===== config.mk =====
export PLATFORM = sky130hd
export DESIGN_NAME = ascon_init_ctrl
export DESIGN_NICKNAME = d
export VERILOG_FILES = /design/src/rtl/ascon_init_ctrl.sv
export SDC_FILE = /design/constraint.sdc
export NUM_CORES = 1
export LEC_CHECK = 0
export CAP_MARGIN = 10
export CORE_AREA = 5 5 497 499
export CTS_BUF_LIST = sky130_fd_sc_hd__clkbuf_16
export CTS_CLUSTER_DIAMETER = 100
export CTS_CLUSTER_SIZE = 25
export DETAILED_ROUTE_END_ITERATION = 10
export DIE_AREA = 0 0 502 504
export GPL_TIMING_DRIVEN = 0
export PLACE_DENSITY = 0.34
export RECOVER_POWER = 50
export SLEW_MARGIN = 20
export SYNTH_ARGS = -nofsm -noshare
export SYNTH_HDL_FRONTEND = slang
export SYNTH_SLANG_ARGS = --single-unit

===== constraint.sdc =====
create_clock -name clk -period 3.2 [get_ports clk]
set_clock_uncertainty 0.15 [all_clocks]
set_input_delay 0.8 -clock clk [delete_from_list [all_inputs] [get_ports clk]]
set_output_delay 0.8 -clock clk [all_outputs]
set_load 0.01 [all_outputs]

===== src/rtl/ascon_init_ctrl.sv =====
// ---------------------------------------------------------------------------
// ascon_init_ctrl
// Iterative ASCON initialization sequencer. Loads {iv,k0,k1,n0,n1} into the
// 320-bit state, drives an external combinational single-round permutation
// unit for ROUNDS cycles with the proper round constants, XORs the key into
// the two least-significant words and holds the result until accepted.
//
// Ports:
//   clk, rst_n               clock, asynchronous active-low reset
//   in_valid / in_ready      job handshake (iv, k0, k1, n0, n1 sampled on accept)
//   out_valid / out_ready    result handshake, state on s0..s4 (s0 = MSW)
//   busy                     high while rounds are executing
//   rnd_x0..rnd_x4, rnd_rc   state and round constant to the round unit
//   rnd_y0..rnd_y4           round unit result (combinational from rnd_x/rnd_rc)
// ---------------------------------------------------------------------------
module ascon_init_ctrl #(
  parameter int ROUNDS = 12
) (
  input  logic        clk,
  input  logic        rst_n,
  input  logic        in_valid,
  output logic        in_ready,
  input  logic [63:0] iv,
  input  logic [63:0] k0,
  input  logic [63:0] k1,
  input  logic [63:0] n0,
  input  logic [63:0] n1,
  output logic        out_valid,
  input  logic        out_ready,
  output logic [63:0] s0,
  output logic [63:0] s1,
  output logic [63:0] s2,
  output logic [63:0] s3,
  output logic [63:0] s4,
  output logic        busy,
  output logic [63:0] rnd_x0,
  output logic [63:0] rnd_x1,
  output logic [63:0] rnd_x2,
  output logic [63:0] rnd_x3,
  output logic [63:0] rnd_x4,
  output logic [7:0]  rnd_rc,
  input  logic [63:0] rnd_y0,
  input  logic [63:0] rnd_y1,
  input  logic [63:0] rnd_y2,
  input  logic [63:0] rnd_y3,
  input  logic [63:0] rnd_y4
);

  localparam logic [1:0] ST_IDLE = 2'd0;
  localparam logic [1:0] ST_RUN  = 2'd1;
  localparam logic [1:0] ST_DONE = 2'd2;

  // A shortened schedule uses the tail of the 12-entry constant table.
  localparam logic [3:0] RC_BASE  = 4'(12 - ROUNDS);
  localparam logic [3:0] CNT_LAST = 4'(ROUNDS - 1);

  logic [1:0]   fsm_q, fsm_d;
  logic [319:0] st_q, st_d;
  logic [127:0] key_q, key_d;
  logic [3:0]   cnt_q, cnt_d;
  logic [3:0]   rc_idx;

  assign rc_idx = cnt_q + RC_BASE;

  always_comb begin
    fsm_d = fsm_q;
    st_d  = st_q;
    key_d = key_q;
    cnt_d = cnt_q;
    case (fsm_q)
      ST_IDLE: begin
        if (in_valid) begin
          st_d  = {iv, k0, k1, n0, n1};
          key_d = {k0, k1};
          cnt_d = 4'd0;
          fsm_d = ST_RUN;
        end
      end
      ST_RUN: begin
        st_d  = {rnd_y0, rnd_y1, rnd_y2, rnd_y3, rnd_y4};
        // cnt peaks at ROUNDS (<= 12), so the 4-bit counter never wraps.
        cnt_d = cnt_q + 4'd1;
        if (cnt_q == CNT_LAST) begin
          // Final round: fold the key into S3/S4 on the same edge.
          st_d[127:0] = {rnd_y3, rnd_y4} ^ key_q;
          fsm_d       = ST_DONE;
        end
      end
      ST_DONE: begin
        if (out_ready) fsm_d = ST_IDLE;
      end
      default: fsm_d = ST_IDLE;
    endcase
  end

  always_ff @(posedge clk or negedge rst_n) begin
    if (!rst_n) begin
      fsm_q <= ST_IDLE;
      st_q  <= '0;
      key_q <= '0;
      cnt_q <= '0;
    end else begin
      fsm_q <= fsm_d;
      st_q  <= st_d;
      key_q <= key_d;
      cnt_q <= cnt_d;
    end
  end

  // Handshake/status outputs decode registered state only.
  assign in_ready  = (fsm_q == ST_IDLE);
  assign busy      = (fsm_q == ST_RUN);
  assign out_valid = (fsm_q == ST_DONE);

  assign {s0, s1, s2, s3, s4}                     = st_q;
  assign {rnd_x0, rnd_x1, rnd_x2, rnd_x3, rnd_x4} = st_q;
  assign rnd_rc = (fsm_q == ST_RUN) ? {~rc_idx, rc_idx} : 8'h00;

endmodule


==> flow_summary.json, run 1 <==
{
  "hold_ws_ns": 0.333,
  "final_area_um2": 42600,
  "timing.final.max_slew_violations": 0,
  "syn_area_per_cell_um2": 10.6,
  "cpMaxStageDelayCell": "buf_2",
  "clkLatencyLatePin_ns": 0.68,
  "drc": 0,
  "setup_viol": 0,
  "cp.depth": 6,
  "drtIter0Drc": 1569,
  "fin_ws_ns": 0.0545,
  "period_share": 0.983,
  "drtAntennaViolNets": 0,
  "clk_pin_slew_ns": 0.08,
  "htree_levels": 2,
  "rsz0062_at_grt": "true",
  "dp_hpwl_um": 187000,
  "post-route-min-period_ns": 3.15,
  "portBuffers": 1294,
  "num-nets-final": 4235,
  "cpPeakStageDelay_ns": 0.78,
  "synth_cell_types": 31,
  "placed_area_um2": 40900,
  "cp.buffers_inverters": 3,
  "die_h_um": 504,
  "dp.cells": 6743,
  "min_path_type": "flop to flop",
  "cts_tree": "built",
  "end_kind": "flop",
  "clock_sinks": 454,
  "grt_pass1_wl_um": 277000,
  "required_ns": 3.65,
  "vdd_drop_max_mv": 0.392,
  "cp_max_fo": 10,
  "worstMarginPinSlew_ns": 1.34,
  "drive_gt1_frac": 0.143,
  "grt_max_degree": 75,
  "dieWidth_um": 502,
  "synthCells": 2235,
  "area_growth_syn_to_layout_pct": 80.2,
  "startpoint_type": "input pin",
  "synth_edf_count": 0,
  "ioPinCount": 1295,
  "dp_slack_ns": -1.11,
  "power.leakage_nw": 16.6,
  "core-area_um2": 242000,
  "routedWlPerCell_um": 31.9,
  "grt_pass1_vias": 25674,
  "crit_chain": "clkdlybuf4s50_1, nor3b_2, buf_2, clkbuf_1, and2_1, a221o_1",
  "synthesis.nets": 2880,
  "synth_area_um2": 23600,
  "ys_seq_area_frac": 0.481,
  "fp.dieArea_um2": 253000,
  "cp_top_family": "buffers and inverters",
  "cts_buffers": 42,
  "max_freq_ghz": 0.318,
  "grt-ovfl-total": 0,
  "instances_no_fill": 6852,
  "fin_tns_setup_ns": 0,
  "clockBufferDepth": 3,
  "grt.total_usage": 0.165,
  "num_vias": 24841,
  "synth-async-reset-ratio": 1.00,
  "synth-main-ff-cell": "dfrtp_1",
  "p_total_mw": 40.3,
  "max_cap_viol_count": 0,
  "hold_violations": 0,
  "powerDensity_nw_per_um2": 947,
  "ys.warnings.count": 0,
  "start_util": 0.0975,
  "whs_path_depth": 1,
  "vias_per_cell": 3.63,
  "dr.pass1.iters": 5,
  "crit_arrival_ns": 3.60,
  "place_congestion": 0.886,
  "worst-r2r-cell-count": 6,
  "ys_ff_latch": 454,
  "path_class": "input pin to flop",
  "utilization": 0.176,
  "placement_rows": 181,
  "relSlewSlack": 0.107,
  "antenna_found_initial": 114,
  "wl_um": 219000,
  "cts_root_buffer": "clkbuf_16",
  "status": "finished clean"
}
==> cell usage after synthesis, drive strengths merged (2+ instances only) <==
cell type / count / share of area
dfrtp: 454 / 0.48
buf: 422 / 0.13
a21oi: 193 / 0.041
and2: 132 / 0.035
a21o: 129 / 0.041
xor2: 129 / 0.048
a211oi: 128 / 0.041
a221o: 128 / 0.054
nand4b: 128 / 0.047
nor3: 128 / 0.027
o22ai: 128 / 0.034
clkbuf: 107 / 0.017
nor2: 8 / 0.0014
nand3: 4 / 0.00085
inv: 2 / 0.00032
nand2: 2 / 0.00032
nand2b: 2 / 0.00053
o21ai: 2 / 0.00042
==> per-layer routing <==
layer / vias to the layer above / part of all wire / global-route usage
met5: - / 0.0023 / 0
li1: 10735 / - / -
met4: 78 / 0.014 / 0.0259
met2: 1266 / 0.44 / 0.261
met1: 12562 / 0.42 / 0.207
met3: 200 / 0.12 / 0.0789
==> sequential cells by signal (all words and copies together) (netlist names) <==
name,flops
cnt_q,4
fsm_q,2
key_q,128
st_q,320
==> worst paths after layout <==
check	startpoint	slack, ns	endpoint
min	key_q[44]$_DFFE_PN0P_	0.33	key_q[44]$_DFFE_PN0P_
max reg2reg	fsm_q[1]$_DFFE_PN0P_	0.26	st_q[137]$_DFFE_PN0P_
max in group asynchronous	rst_n	0.36	key_q[35]$_DFFE_PN0P_
min in group asynchronous	rst_n	0.46	st_q[110]$_DFFE_PN0P_
max	in_valid	0.05	st_q[137]$_DFFE_PN0P_
min reg2reg	key_q[44]$_DFFE_PN0P_	0.33	key_q[44]$_DFFE_PN0P_
==> placed cells by master (no fill, tap or decap), types with 5 or more instances in the layout <==
| master | n |
|---|---|
| and2_1 | 120 |
| a221o_1 | 128 |
| a21o_1 | 129 |
| nor3_1 | 128 |
| dfrtp_1 | 451 |
| a211oi_1 | 128 |
| and2_0 | 12 |
| nor2_1 | 7 |
| buf_6 | 11 |
| diode_2 | 29 |
| buf_2 | 49 |
| buf_16 | 9 |
| clkbuf_1 | 107 |
| buf_1 | 16 |
| clkdlybuf4s50_1 | 1035 |
| o22ai_1 | 128 |
| dlygate4sd3_1 | 248 |
| clkbuf_16 | 44 |
| clkbuf_2 | 7 |
| a21oi_1 | 193 |
| nand4b_1 | 128 |
| xor2_1 | 129 |
| buf_4 | 340 |
| clkinv_8 | 5 |
==> repair_timing <==
item,CTS,global route
hold endpoints to repair,33,0
gates resized for setup,80,1
setup endpoints to repair,38,2
setup buffers,5,0
hold buffers,1,0
==> worst register-to-register path: stages, from the launching register on <==
cell and delay, ns:
dfrtp_2 0.45, buf_4 0.15, nor3b_2 0.30, buf_2 0.78, clkbuf_1 0.51, and2_1 0.39
a221o_1 0.16
==> layout make-up <==
cell class              count  area [um^2]
clock buffers              43         1080
well taps                3202         4010
multi-input cells        1249         8860
diodes                     29         72.6
clock inverters            32          413
repair buffers           1312        13200
fillers                 27043       200000
plain buffers             528         3510
flip-flops and latches    454        11400
inverters                   3         15.0
==> power by group <==
part           switching [mW]  leakage (nW)  internal (mW)
clock network            3.23         0.717           2.75
registers                3.00          5.37           8.26
logic                    12.1          10.5           11.0
total                    18.3          16.6           22.0
==> logic make-up (layout without fill, tap and decap cells) <==
family / Yosys count / after routing / synth area share
AND/OR/NAND/NOR: 408 / 408 / 0.114
AO/OA/AOI/OAI: 711 / 711 / 0.212
XOR/XNOR: 129 / 129 / 0.0479
buffers and inverters: 532 / 1918 / 0.144
other: 0 / 29 / 0
adder cells (fa/ha/maj): 1 / 1 / 0.000530
flip-flops: 454 / 454 / 0.481
Note: power is estimated with default switching activity, not from simulation.
==> inputs of run 2 (changes only) <==
--- a/config.mk
+++ b/config.mk
@@ -6,14 +6,14 @@
 export NUM_CORES = 1
 export LEC_CHECK = 0
 export CAP_MARGIN = 10
-export CORE_AREA = 5 5 497 499
+export CORE_AREA = 2 2 509 511
 export CTS_BUF_LIST = sky130_fd_sc_hd__clkbuf_16
 export CTS_CLUSTER_DIAMETER = 100
 export CTS_CLUSTER_SIZE = 25
 export DETAILED_ROUTE_END_ITERATION = 10
-export DIE_AREA = 0 0 502 504
+export DIE_AREA = 0 0 511 513
 export GPL_TIMING_DRIVEN = 0
-export PLACE_DENSITY = 0.34
+export PLACE_DENSITY = 0.33
 export RECOVER_POWER = 50
 export SLEW_MARGIN = 20
 export SYNTH_ARGS = -nofsm -noshare
==> run 2 against run 1 <==
  * Global-route usage grew 0.15 points
  * Critical path type is now flop to output port
  * Sequential share of layout area shrank 0.17 points
  * Via count shrank 1.5%
  * Sequential power about the same
  * Worst hold slack lost 0.0025 ns
  * Count of clock-buffer cells in the layout is 2 higher
  * First-iteration DRC count grew 8.1%
  * Register-to-register slack lost 0.12 ns
  * Highest routed layer unchanged
  * Routed wire length is 3.5% higher
  * Die area is 3.6% higher
  * Non-clock buffer count is 6 lower
  * Clock power rose by 7.2%
==> flow_summary.json, run 2 (same netlist as run 1, synthesis figures left out) <==
{
  "cp_top_family": "buffers and inverters",
  "cts_root_buffer": "clkbuf_16",
  "endpoint": "s2[18]",
  "drive_gt1_frac": 0.143,
  "hold_ws_ns": 0.330,
  "htree_levels": 2,
  "pwr-share-clk": 0.156,
  "vias_per_cell": 3.48,
  "power.leakage_nw": 16.6,
  "clockBufferDepth": 3,
  "max_cap_viol_count": 0,
  "drc": 0,
  "hold_path.startpoint": "key_q[63]$_DFFE_PN0P_",
  "portBuffers": 1294,
  "status": "finished clean",
  "clk_pin_slew_ns": 0.10,
  "r2r_slack_ns": 0.14,
  "fp.dieArea_um2": 262000,
  "crit_arrival_ns": 2.12,
  "pwr-share-seq": 0.275,
  "dr.pass1.iters": 5,
  "die_h_um": 513,
  "cpMaxStageDelayCell": "clkdlybuf4s50_1",
  "place_congestion": 0.879,
  "drtIter0Drc": 1696,
  "cp.depth": 2,
  "core-area_um2": 256000,
  "regToRegStartpoint": "cnt_q[1]$_DFFE_PN0P_",
  "clock_sinks": 454,
  "multi_input_area_um2": 8860,
  "start_util": 0.0921,
  "cpPeakStageDelay_ns": 0.82,
  "path_class": "flop to output port",
  "r2r-end": "st_q[116]$_DFFE_PN0P_",
  "grt_pass1_vias": 25280,
  "post-route-min-period_ns": 3.07,
  "dieWidth_um": 511,
  "ioPinCount": 1295,
  "powerDensity_nw_per_um2": 962,
  "grt_pass1_wl_um": 286000,
  "grt.total_usage": 0.167,
  "startpoint_type": "flop",
  "met1_length_um": 92100,
  "fin_ws_ns": 0.125,
  "p_switching_mw": 18.8,
  "max_freq_ghz": 0.325,
  "timing.final.max_slew_violations": 0,
  "worst-r2r-cell-count": 7,
  "antenna_found_initial": 102,
  "reg.largest.list": "st_q (320), key_q (128), cnt_q (4)",
  "setup_viol": 0,
  "top_register": "st_q",
  "cp.buffers_inverters": 2,
  "clkLatencyLatePin_ns": 0.70,
  "crit_chain": "buf_4, clkdlybuf4s50_1",
  "ff_latch_area_um2": 11400,
  "p_comb_frac": 0.570,
  "num_vias": 24466,
  "drtAntennaViolNets": 0,
  "min_path_type": "flop to flop",
  "met2_wirelength_um": 103000,
  "relSlewSlack": 0.151,
  "p_int_mw": 22.4,
  "worstMarginPinSlew_ns": 1.27,
  "wl_um": 226000,
  "hold_violations": 0,
  "cp_max_fo": 3,
  "wl_met3_um": 27100,
  "final.fill_count": 28707,
  "dp_slack_ns": -0.779,
  "switching_share": 0.456,
  "placement_rows": 186,
  "mostFrequentLayoutCell": "clkdlybuf4s50_1",
  "cts_tree": "built",
  "dp_hpwl_um": 193000,
  "largest_reg_flops": 320,
  "num-nets-final": 4232,
  "routed.top_layer": "met5",
  "final_cell_mix": "clkdlybuf4s50_1, dfrtp_1, buf_4",
  "period_share": 0.961,
  "cts_buffers": 45,
  "grt_max_degree": 81,
  "grt-ovfl-total": 0,
  "routedWlPerCell_um": 32.2,
  "vdd_drop_max_mv": 0.351,
  "rsz0062_at_grt": "false",
  "area_growth_syn_to_layout_pct": 81.4,
  "required_ns": 2.25,
  "end_kind": "output port",
  "crit_path_start": "st_q[146]$_DFFE_PN0P_"
}
==> run 2: worst register-to-register path: cells and delay by family, from the launching register on <==
family                     cells  cell delay (ns)
xor gates and xnor gates       1             0.39
buffers and inverters          3             1.32
DFF                            1             0.51
adders and majority gates      1             0.20
AOI/OAI and AO/OA              1             0.13
and+or+nand+nor                1             0.23
==> run 2: final cells by class <==
type,count,share of cell area
clock buffer,45,0.0263
sequential,454,0.265
tap,3384,0.0989
timing repair buffer,1308,0.308
multi-input combinational,1249,0.207
antenna,26,0.00152
clock inverter,36,0.0114
inverter,3,0.000438
buffer,526,0.0815
==> run 2: layer usage <==
| layer | up-vias | track usage |
|---|---|---|
| met1 | 12304 | 0.199 |
| li1 | 10732 | - |
| met5 | - | 0 |
| met4 | 78 | 0.0258 |
| met3 | 199 | 0.0867 |
| met2 | 1153 | 0.269 |
==> run 2: power by group through the flow <==
stage,Combinational (mW),Sequential (mW),Clock [mW]
after floorplan,9.10,10.7,0
after global placement,24.1,11.4,0
after detailed placement,24.2,11.4,0
after CTS,24.3,11.4,6.75
after global routing,25.1,11.6,6.86
final,23.5,11.3,6.41
==> run 2: worst min path at each step <==
stage | endpoint | cells past startpoint | slack (ns)
finish | key_q[63]$_DFFE_PN0P_ | 1 | 0.33
global route | key_q[21]$_DFFE_PN0P_ | 1 | 0.35
CTS | key_q[63]$_DFFE_PN0P_ | 1 | 0.33
detailed placement | key_q[63]$_DFFE_PN0P_ | 1 | 0.32
global placement | key_q[118]$_DFFE_PN0P_ | 1 | 0.31
floorplan | key_q[127]$_DFFE_PN0P_ | 1 | 0.30
==> run 2: per-stage QoR <==
stage	TNS, ns	total power, mW	std cells	utilization	instance area (um^2)
CTS	0	42.5	7005	0.167	42800
finish	0	41.2	7031	0.167	42800
global route	0	43.6	7011	0.167	42800
global placement	-	35.5	6913	0.159	40800
floorplan	0	19.8	2235	-	23600
detailed placement	-113.02	35.6	6921	0.160	41000
==> run 2: repair_timing <==
item | 4_1_cts | 5_1_grt
hold buffers | 1 | 0
pin swaps | 0 | 0
buffers inserted | 5 | 0
resized for setup | 64 | 2
endpoints found under the hold margin | 31 | 0
setup endpoints to repair | 29 | 2
==> inputs of run 3 (changes only) <==
--- a/config.mk
+++ b/config.mk
@@ -13,7 +13,6 @@
 export DETAILED_ROUTE_END_ITERATION = 10
 export DIE_AREA = 0 0 511 513
 export GPL_TIMING_DRIVEN = 0
-export PLACE_DENSITY = 0.33
 export RECOVER_POWER = 50
 export SLEW_MARGIN = 20
 export SYNTH_ARGS = -nofsm -noshare
==> run 3 against run 2 <==
  * The flow now finishes with violations (setup timing)
  * Sequential share of layout area is essentially flat
  * Fmax shrank 4.1%
  * Global-route usage grew 2.2 points
  * Clock power shrank 6.4%
  * Count of clock-buffer cells in the layout shrank 4
  * First-iteration DRC count grew 41%
  * Worst setup slack lost 0.13 ns
  * Worst hold slack gained 0.0021 ns
  * Design area grew 0.19%
  * Non-clock buffer count grew 6
  * Die area is the same
  * Routed wire length grew 13%
  * Critical endpoint is now st_q[87]$_DFFE_PN0P_
==> flow_summary.json, run 3 (same netlist as run 1, synthesis figures left out) <==
{
  "status": "complete, but fails checks",
  "violations": "setup timing",
  "hold_violations": 0,
  "start_util": 0.0921,
  "drc": 0,
  "largest_reg_flops": 320,
  "vdd_drop_max_mv": 0.591,
  "dieWidth_um": 511,
  "rsz0062_at_grt": "false",
  "p_total_mw": 42.1,
  "whs_path_depth": 1,
  "instances_no_fill": 7060,
  "required_ns": 3.61,
  "final.fill_count": 28496,
  "met3_usage": 0.116,
  "ff_latch_area_um2": 11400,
  "placed_area_um2": 41000,
  "power.leakage_nw": 16.6,
  "timing.final.max_slew_violations": 0,
  "cts_tree": "built",
  "hold_ws_ns": 0.332,
  "drtIter0Drc": 2391,
  "relSlewSlack": 0.288,
  "hold_path.startpoint": "key_q[127]$_DFFE_PN0P_",
  "ioPinCount": 1295,
  "wl_um": 256000,
  "crit_arrival_ns": 3.62,
  "crit_path_start": "cnt_q[1]$_DFFE_PN0P_",
  "multi_input_area_um2": 8890,
  "worst-r2r-cell-count": 7,
  "mostFrequentLayoutCell": "clkdlybuf4s50_1",
  "path_class": "flop to flop",
  "place_congestion": 0.929,
  "dp_hpwl_um": 229000,
  "dp_slack_ns": -0.971,
  "grt.total_usage": 0.188,
  "grt_pass1_wl_um": 314000,
  "powerDensity_nw_per_um2": 982,
  "fin_tns_setup_ns": -0.00816,
  "routedWlPerCell_um": 36.3,
  "min_to": "key_q[127]$_DFFE_PN0P_",
  "use_met1": 0.212,
  "drtAntennaViolNets": 0,
  "post-route-min-period_ns": 3.21,
  "vias_per_cell": 3.67,
  "top_register": "st_q",
  "busiest_layer": "met2",
  "drive_gt1_frac": 0.143,
  "reg.largest.list": "st_q (320), key_q (128), cnt_q (4)",
  "end_kind": "flop",
  "grt-ovfl-total": 0,
  "clk_pin_slew_ns": 0.10,
  "dp.cells": 6921,
  "clock_sinks": 454,
  "grt_use_met2": 0.281,
  "regToRegStartpoint": "cnt_q[1]$_DFFE_PN0P_",
  "worstMarginPinSlew_ns": 1.07,
  "min_path_type": "flop to flop",
  "cp_max_fo": 10,
  "startpoint_type": "flop",
  "htree_levels": 2,
  "utilization": 0.167,
  "fin_ws_ns": -0.00752,
  "clockBufferDepth": 3,
  "max_freq_ghz": 0.312,
  "grt_max_degree": 95,
  "dr.pass1.iters": 5,
  "final_area_um2": 42900,
  "cts_root_buffer": "clkbuf_16",
  "fp.dieArea_um2": 262000,
  "max_cap_viol_count": 0,
  "area_growth_syn_to_layout_pct": 81.7,
  "final_cell_mix": "clkdlybuf4s50_1, dfrtp_1, buf_4",
  "portBuffers": 1294,
  "placement_rows": 186,
  "cts_buffers": 41,
  "die_h_um": 513,
  "setup_viol": 2,
  "grt_pass1_vias": 25969,
  "period_share": 1.00,
  "num_vias": 25916,
  "antenna_found_initial": 183,
  "r2r_slack_ns": -0.008,
  "clkLatencyLatePin_ns": 0.69,
  "core-area_um2": 256000,
  "r2r-end": "st_q[87]$_DFFE_PN0P_",
  "num-nets-final": 4234
}
==> run 3: critical path, cell delays in order, from the launching register on <==
cell,delay (ns)
dfrtp_1,0.47
ha_1,0.19
buf_2,0.30
buf_4,0.48
clkbuf_2,0.43
nand4b_1,0.16
xor2_1,0.62
a211oi_1,0.17
==> run 3: how the worst max path moves through the flow <==
| stage | end | slack [ns] | cells past startpoint |
|---|---|---|---|
| floorplan | rnd_rc[0] | 0.96 | 6 |
| global placement | key_q[76]$_DFFE_PN0P_ | -21.46 | 1 |
| detailed placement | rnd_rc[0] | -0.97 | 7 |
| CTS | rnd_rc[2] | -0.001 | 7 |
| global route | s2[15] | 0.01 | 2 |
| finish | st_q[87]$_DFFE_PN0P_ | -0.008 | 7 |
==> run 3: final cells by class <==
class,instances,share of cell area
inverter,3,0.000437
antenna,57,0.00332
timing repair buffer,1315,0.309
clock inverter,32,0.0117
multi-input combinational,1249,0.207
tap,3384,0.0987
sequential,454,0.265
buffer,525,0.0812
clock buffer,41,0.0239
==> run 3: repair_timing <==
action                                  CTS  global route
hold buffers                              1             0
gates resized for setup                  84             8
setup buffers                            10             2
endpoints found under the setup margin   48             9
gates cloned                              0             0
hold endpoints to repair                 56             0
==> run 3: power by group <==
part / switching, mW / internal, mW
clock network: 3.34 / 2.66
registers: 3.23 / 8.25
logic: 13.6 / 11.1
total: 20.2 / 22.0
==> run 3: metal layers <==
metal | part of all wire | routed length [um]
met1 | 0.38 | 96700
met2 | 0.43 | 109000
met3 | 0.15 | 38300
met4 | 0.045 | 11500
met5 | 0.0031 | 794
